$ cat src/rtl/csr_pkg.sv
// ----------------------------------------------------------------------------
// csr_pkg
// Shared types for the trap sequencer and CSR-side logic.
//   trap_state_t        : sequencer state (IDLE, DRAIN, TAKE, REDIR)
//   trap_kind_t         : kind of event being sequenced
//   MTVEC_MODE_VECTORED : mtvec[1:0] encoding that selects vectored interrupts
// ----------------------------------------------------------------------------
package csr_pkg;

    typedef enum logic [1:0] {
        TS_IDLE,
        TS_DRAIN,
        TS_TAKE,
        TS_REDIR
    } trap_state_t;

    typedef enum logic [1:0] {
        TK_EXC,
        TK_INTR,
        TK_MRET
    } trap_kind_t;

    localparam logic [1:0] MTVEC_MODE_VECTORED = 2'b01;

endpackage

$ cat src/rtl/trap_vec_calc.sv
// ----------------------------------------------------------------------------
// trap_vec_calc
// Combinational fetch-redirect target for a trap or MRET.
//   kind   in  trap_kind_t   exception / interrupt / MRET
//   cause  in  CAUSE_W       latched cause code
//   mtvec  in  XLEN          current mtvec (base + mode)
//   mepc   in  XLEN          current mepc
//   vec_pc out XLEN          target PC
// ----------------------------------------------------------------------------
module trap_vec_calc
    import csr_pkg::*;
#(
    parameter int XLEN    = 64,
    parameter int CAUSE_W = 4
) (
    input  trap_kind_t          kind,
    input  logic [CAUSE_W-1:0]  cause,
    input  logic [XLEN-1:0]     mtvec,
    input  logic [XLEN-1:0]     mepc,
    output logic [XLEN-1:0]     vec_pc
);

    logic [XLEN-1:0] base;
    logic [XLEN-1:0] cause_ext;

    assign base      = {mtvec[XLEN-1:2], 2'b00};
    assign cause_ext = {{(XLEN-CAUSE_W){1'b0}}, cause};

    // Only interrupts honour vectored mode; exceptions always land on the base.
    // The vectored sum wraps naturally at XLEN bits.
    always_comb begin
        vec_pc = base;
        case (kind)
            TK_INTR: begin
                if (mtvec[1:0] == MTVEC_MODE_VECTORED) begin
                    vec_pc = base + (cause_ext << 2);
                end
            end
            TK_MRET: vec_pc = mepc;
            default: vec_pc = base;
        endcase
    end

endmodule

$ cat src/rtl/trap_ctrl.sv
// ----------------------------------------------------------------------------
// trap_ctrl
// Turns commit-stage trap events (exception / interrupt / MRET) into an
// ordered sequence: drain memory traffic, strobe the CSR file once, then
// redirect fetch and flush the pipeline.
//
// Ports
//   clk, reset (synchronous, active-high)
//   cmt_valid/cmt_pc/cmt_exc/cmt_cause/cmt_mret : committing instruction
//   intr_pending/intr_cause                      : pending interrupt
//   mem_busy                                     : data-bus transaction outstanding
//   mtvec/mepc                                   : current CSR values
//   stall_o/flush_o                              : pipeline control
//   redirect_valid/redirect_pc                   : fetch redirect
//   csr_trap/csr_trap_intr/csr_trap_cause/csr_trap_epc : trap-entry strobe
//   csr_mret                                     : MRET strobe
//   busy                                         : sequence in progress
//
// Optional feature: define TRAP_CTRL_STATS_EN to add trap_cnt / intr_cnt.
// ----------------------------------------------------------------------------
module trap_ctrl
    import csr_pkg::*;
#(
    parameter int XLEN    = 64,
    parameter int CAUSE_W = 4,
    parameter int CNT_W   = 32
) (
    input  logic                clk,
    input  logic                reset,
    input  logic                cmt_valid,
    input  logic [XLEN-1:0]     cmt_pc,
    input  logic                cmt_exc,
    input  logic [CAUSE_W-1:0]  cmt_cause,
    input  logic                cmt_mret,
    input  logic                intr_pending,
    input  logic [CAUSE_W-1:0]  intr_cause,
    input  logic                mem_busy,
    input  logic [XLEN-1:0]     mtvec,
    input  logic [XLEN-1:0]     mepc,
    output logic                stall_o,
    output logic                flush_o,
    output logic                redirect_valid,
    output logic [XLEN-1:0]     redirect_pc,
    output logic                csr_trap,
    output logic                csr_trap_intr,
    output logic [CAUSE_W-1:0]  csr_trap_cause,
    output logic [XLEN-1:0]     csr_trap_epc,
    output logic                csr_mret,
`ifdef TRAP_CTRL_STATS_EN
    output logic [CNT_W-1:0]    trap_cnt,
    output logic [CNT_W-1:0]    intr_cnt,
`endif
    output logic                busy
);

    trap_state_t        state;
    trap_kind_t         kind;
    logic [CAUSE_W-1:0] cause_q;
    logic [XLEN-1:0]    epc_q;
    logic [XLEN-1:0]    vec_pc;
    logic               accept;
    logic               in_take;
    logic               in_redir;

    // An event is any of the three sources while an instruction commits;
    // a pending interrupt without a commit waits for the next one.
    assign accept   = (state == TS_IDLE) && cmt_valid &&
                      (cmt_exc || intr_pending || cmt_mret);
    assign in_take  = (state == TS_TAKE);
    assign in_redir = (state == TS_REDIR);

    // Sequencer. Priority exc > intr > mret; the commit inputs are only
    // looked at in IDLE, so a losing interrupt simply stays pending.
    always_ff @(posedge clk) begin
        if (reset) begin
            state   <= TS_IDLE;
            kind    <= TK_EXC;
            cause_q <= '0;
            epc_q   <= '0;
        end else begin
            case (state)
                TS_IDLE: begin
                    if (accept) begin
                        epc_q <= cmt_pc;
                        state <= mem_busy ? TS_DRAIN : TS_TAKE;
                        if (cmt_exc) begin
                            kind    <= TK_EXC;
                            cause_q <= cmt_cause;
                        end else if (intr_pending) begin
                            kind    <= TK_INTR;
                            cause_q <= intr_cause;
                        end else begin
                            kind    <= TK_MRET;
                            cause_q <= '0;
                        end
                    end
                end
                TS_DRAIN: begin
                    if (!mem_busy) begin
                        state <= TS_TAKE;
                    end
                end
                TS_TAKE:  state <= TS_REDIR;
                TS_REDIR: state <= TS_IDLE;
                default:  state <= TS_IDLE;
            endcase
        end
    end

    trap_vec_calc #(
        .XLEN    (XLEN),
        .CAUSE_W (CAUSE_W)
    ) u_vec_calc (
        .kind   (kind),
        .cause  (cause_q),
        .mtvec  (mtvec),
        .mepc   (mepc),
        .vec_pc (vec_pc)
    );

    // Everything except stall_o decodes flopped state only, so nothing from
    // the commit stage can glitch the CSR strobes. stall_o must also cover
    // the accept cycle so the trapping instruction does not retire.
    assign busy           = (state != TS_IDLE);
    assign stall_o        = busy || accept;
    assign csr_trap       = in_take && (kind != TK_MRET);
    assign csr_mret       = in_take && (kind == TK_MRET);
    assign csr_trap_intr  = csr_trap && (kind == TK_INTR);
    assign csr_trap_cause = csr_trap ? cause_q : '0;
    assign csr_trap_epc   = csr_trap ? epc_q : '0;
    assign flush_o        = in_redir;
    assign redirect_valid = in_redir;
    // mtvec/mepc are read here, one edge after the CSR file has been updated.
    assign redirect_pc    = in_redir ? vec_pc : '0;

`ifdef TRAP_CTRL_STATS_EN
    // Free-running statistics, wrapping at 2^CNT_W.
    always_ff @(posedge clk) begin
        if (reset) begin
            trap_cnt <= '0;
            intr_cnt <= '0;
        end else if (csr_trap) begin
            trap_cnt <= trap_cnt + 1'b1;
            if (csr_trap_intr) begin
                intr_cnt <= intr_cnt + 1'b1;
            end
        end
    end
`endif

endmodule

$ cat config.mk
export PLATFORM = sky130hd
export DESIGN_NAME = trap_ctrl
export DESIGN_NICKNAME = d
export VERILOG_FILES = /design/src/rtl/csr_pkg.sv /design/src/rtl/trap_vec_calc.sv /design/src/rtl/trap_ctrl.sv
export SDC_FILE = /design/constraint.sdc
export NUM_CORES = 1
export LEC_CHECK = 0
export ABC_CLOCK_PERIOD_IN_PS = 16500
export CAP_MARGIN = 15
export CORE_AREA = 4 4 131 133
export CTS_CLUSTER_SIZE = 30
export DETAILED_ROUTE_END_ITERATION = 10
export DIE_AREA = 0 0 135 137
export PLACE_DENSITY = 0.9
export SLEW_MARGIN = 20
export SYNTH_ARGS = -nofsm -noshare
export SYNTH_HDL_FRONTEND = slang
export SYNTH_HIERARCHICAL = 1
export SYNTH_SLANG_ARGS = --single-unit
$ cat constraint.sdc
create_clock -name clk -period 16.5 [get_ports clk]
set_input_delay 4.95 -clock clk [delete_from_list [all_inputs] [get_ports clk]]
set_output_delay 4.95 -clock clk [all_outputs]
set_load 0.005 [all_outputs]
## Word level (Yosys, flattened, before mapping)

Index checks and enable logic that the tools add are counted.

- Bits in registers: 72
- Bits in latches: 0
- RAM bits: 0
- ROM bits: 0
- Input port bits: 207
- Output and inout port bits: 139
- Logic and storage cells: 39
- Memories: 0

- Add/sub/neg operators: 1
- Multipliers: 0
- Div/mod/pow operators: 0
- Magnitude comparators: 0
- Equal/unequal tests: 9
- Shifts and indexed selects: 0
- Muxes and demuxes: 13
- Bitwise gates (word level): 0
- Reduce and logical (&&, ||, !) cells: 12

Operators by type and width:

| cell | count |
|---|---|
| 2-to-1 mux 64 bit | 3 |
| one-hot mux 64 bit (2 select lines) | 1 |
| adder 64 x 6 -> 64 bit | 1 |
| 2-to-1 mux 4 bit | 3 |
| 2-to-1 mux 2 bit | 5 |
| one-hot mux 2 bit (4 select lines) | 1 |
| == test 2 x 1 -> 1 bit, second input constant | 3 |
| == test 2 bit, second input constant | 3 |
| inequality test 2 bit, second input constant | 3 |
| logical AND 1 bit | 5 |
| AND reduction 2 bit | 2 |
| logical OR 1 bit | 3 |
| logical NOT 2 bit | 1 |
| nonzero test 2 bit | 1 |

## Longest topological paths before layout

- Depth after elaboration: 5
- Depth in mapped cells: 9
- Mapped depth without buffers: 9

## Modules after synthesis

The synthesis kept the hierarchy.

By module, submodules not included:

| module | times used | cells each | area each (um^2) |
|---|---|---|---|
| trap_ctrl | 1 | 485 | 3631.0 |
| trap_vec_calc | 1 | 453 | 2746.4 |

## Least setup slack after synthesis

OpenSTA, ideal clock, no wires.

- Kind: input -> output
- Start: in mtvec[2]
- End: out redirect_pc[44]
- Arrival: 7.055 ns
- Setup slack: 4.495 ns
- Stages: 9
- Path buffers: 0
- Path through: ha_1 -> fa_1 -> a211oi_1 -> nor4_4 -> nand4_1 -> mux2_2 -> a222oi_1 -> inv_1 -> and2_1

- Cells in the longest elaborated chain, start to end: 4

Ends and longest elaborated chain:

| item | line | RTL |
|---|---|---|
| from (decl) | trap_ctrl.sv:38 | `input logic [XLEN-1:0] mtvec,` |
| adder 64 x 6 -> 64 bit | trap_vec_calc.sv:36 | `vec_pc = base + (cause_ext << 2);` |
| 2-to-1 mux 64 bit | trap_vec_calc.sv:35 | `if (mtvec[1:0] == MTVEC_MODE_VECTORED) begin` |
| one-hot mux 64 bit (2 select lines) | trap_vec_calc.sv:33 | `case (kind)` |
| net vec_pc[44] | trap_ctrl.sv:60 | `logic [XLEN-1:0] vec_pc;` |
| 2-to-1 mux 64 bit | trap_ctrl.sv:134 | `assign redirect_pc = in_redir ? vec_pc : '0;` |
| to (decl) | trap_ctrl.sv:43 | `output logic [XLEN-1:0] redirect_pc,` |

The timed path passes the listed nets, and every way through them passes these cells.

## Worst setup path after layout

Same ends and word-level chain as after synthesis.

==> flow_summary.ini <==
[die]
die_y_um = 137
die_x_um = 135
core_area_sq_mm = 0.0158
io_pins = 346
start_util_pct = 40.3
rows = 46
die_area_sq_mm = 0.0185

[critical_path]
critical_path_class = in -> out
r2r-end = epc_q[12]
path_max_fanout = 8
crit_end = redirect_pc[44]
cp_data_required_time_ns = 11.55
crit_path_frequent_cell = clkdlybuf4s50_1
path_depth = 11
r2r_cells = 6
crit_buf_inv = 3
critical-path-top-delay-family = buffers and inverters
worstPathArrival_ns = 8.37
critPathSlowestCell = a211oi_1
path_cells = clkdlybuf4s50_1 -> ha_1 -> fa_1 -> a211oi_1 -> nor4_4 -> nand4_1 -> mux2_2 -> a222oi_1 -> inv_1 -> and2_1 -> clkdlybuf4s50_1
r2r_slack_ns = 14.08
worstSetupStartpointType = primary input
reg2reg_from = state[1]
cpPeakStageDelay_ns = 0.53
crit_start = mtvec[2]
end_kind = output port

[pwr]
clock_power_share_pct = 28.6
power_density_mw_per_mm2 = 67.2
worst_ir_drop_vdd_v = 0.0000792
p_int_uw = 449
seqPwrFrac_pct = 30.3
p_switching_uw = 235
fin_total_pwr_uw = 684
switching_share_pct = 34.4
pwr-share-comb_pct = 41.1
p_leak_uw = 0.00388

[route]
vias_per_cell = 5.59
wirelength_um = 27200
drt_iter0_markers = 667
antenna_left = 0
drc = 0
first_pass_iters = 5
wl_per_cell_um = 18.7
vias = 8116

[synth]
ys_warn_count = 6
synthAdderAreaFrac_pct = 2.47
synth_nets = 1157
synth-seq-area-share_pct = 22.6
muxShareOfSynthArea_pct = 6.67
syn_area_sq_mm = 0.00638
synth_top_cell_by_area = dfxtp_1
synthArstFlopShare_pct = 0
synth_compound_area_share_pct = 21.3
synth-xor-area-share_pct = 0.275
synth-simple-area-share_pct = 40.4
synth_edf_count = 0
syn_avg_cell_area_sq_um = 6.80
ys.flop_type = dfxtp_1
synth_top_family_by_area = simple AND/OR/NAND/NOR gates
synthTopCellsByArea = dfxtp_1, and2_1, nand2_1, a21oi_1, mux2i_1
netlist_instances = 938
ys_types = 61
synth_top_area_share_pct = 22.6
ys_seq_elements = 72

[outcome]
status = complete, no violations

[clock_network]
clock_path_buffers = 2
clk_latency_ns = 0.33
clock_sinks = 72
cts_root_buffer = clkbuf_16
cts_tree = yes
cts.htree.levels = 3
cts_hold_buf = 0
cts_inserted_buffers = 9
cts_resized = 0
post-cts-setup-buffer-count = 0
path_clk_slew_ns = 0.06

[final_layout]
final_nets = 1451
diodes = 0
register_area_sq_mm = 0.00144
fill_cells = 1341
mostFrequentLayoutCells = clkdlybuf4s50_1, nand2_1, and2_1
final_common_cell = clkdlybuf4s50_1
drive_gt1_share_pct = 4.12
area_growth_pct = 59.6
multi_input_area_sq_mm = 0.00458

[grt]
grt_max_degree = 107
grtUsageMet2_pct = 47.6
antenna_found_initial = 1
grt_pass1_wl_um = 40400
use_met1_pct = 29.4
grt.overflow.total = 0
first_global_vias = 7765
top_usage_layer = met2
use_met3_pct = 8.97
grt_usage_pct = 27.3

[timing]
relSlewSlack_pct = 30.8
finalHoldViolations = 0
rsz0062_at_grt = no
slew_violations = 0
setup_tns_ns = 0
fin_crit_ns = 13.32
fin_crit_sh_pct = 80.7
fmax_mhz = 75.1
setup_viol = 0
worstMarginPinSlew_ns = 1.04
finClkSkew_ns = 0.00839

[job]
maxCapViolations = 0

[placed_design]
hpwl_um = 20200
gp_congestion = 0.962
io_buffers = 345

[worst_hold_path]
hp-class = reg -> reg
[stage by stage]
step / setup WS, ns / util (%) / std cells / hold WS, ns / instance area (sq um)
final: 3.18 / 64.3 / 1453 / 0.449 / 10200
after global placement: 3.24 / 62.4 / 1437 / 0.437 / 9880
after floorplan: 4.49 / - / 938 / 0.432 / 6380
after CTS: 3.20 / 64.3 / 1453 / 0.450 / 10200
after global routing: 3.08 / 64.3 / 1453 / 0.464 / 10200
after detailed placement: 3.23 / 62.4 / 1437 / 0.442 / 9880
[worst register-to-register path, stage by stage (launching register included)]
cell	delay [ns]
dfxtp_1	0.32
inv_1	0.14
ha_1	0.45
o311a_2	0.55
buf_4	0.53
nand2_1	0.21
a21oi_1	0.16
[logic make-up after synthesis]
family	count (synthesis)
buffers and inverters	92
and+or+nand+nor	510
DFF	72
adders and majority gates	12
muxes	42
AOI/OAI and AO/OA	208
xor gates and xnor gates	2
[cells in the mapped netlist (3+ instances only)]
master    number
a21oi_1       78
a221o_1        3
a222oi_1       5
a22o_1         4
a22oi_1       29
and2_1       138
and3_1        11
and4_1         9
buf_2         13
buf_6          4
clkbuf_1      51
dfxtp_1       72
ha_1          11
inv_1         21
mux2_2         4
mux2i_1       38
nand2_1      194
nand2b_1       4
nand3_1       27
nand4_1       18
nor2_1        63
nor2b_1        4
nor3_1        11
nor4_1         8
o21ai_0       40
o221ai_1      11
o22ai_1        5
o31a_1         9
or2_2          4
or3_1          6
[registers in the layout (all words and copies together) (netlist names)]
register / count
kind: 2
state: 2
cause_q: 4
epc_q: 64
[power by group through the flow]
stage               registers (uW)  logic [uW]  clock network [uW]
global placement               209         271                   0
floorplan                      207         154                   0
detailed placement             211         277                   0
finish                         207         281                 196
CTS                            208         279                 198
global route                   210         305                 206
[final cells by class]
class	instances	share of cell area, %
well taps	216	2.65
flip-flops and latches	72	14.2
inverters	21	0.774
clock inverters	5	0.553
multi-input cells	774	44.9
repair buffers	354	34.5
clock buffers	11	2.38
[worst min path at each step]
stage | from | endpoint | slack (ns) | cells after the start
2_1_floorplan | epc_q[0] | epc_q[0] | 0.43 | 2
3_3_place_gp | epc_q[29] | epc_q[29] | 0.44 | 2
3_5_place_dp | epc_q[53] | epc_q[53] | 0.44 | 2
4_1_cts | epc_q[10] | epc_q[10] | 0.45 | 2
5_1_grt | epc_q[27] | epc_q[27] | 0.46 | 2
6_report | epc_q[21] | epc_q[21] | 0.45 | 2
[metal layers]
layer / wire, um / share of wire, %
met5: 13 / 0.048
met4: 1380 / 5.1
met3: 3280 / 12
met2: 13000 / 48
met1: 9480 / 35
(Power assumes the default switching activity.)
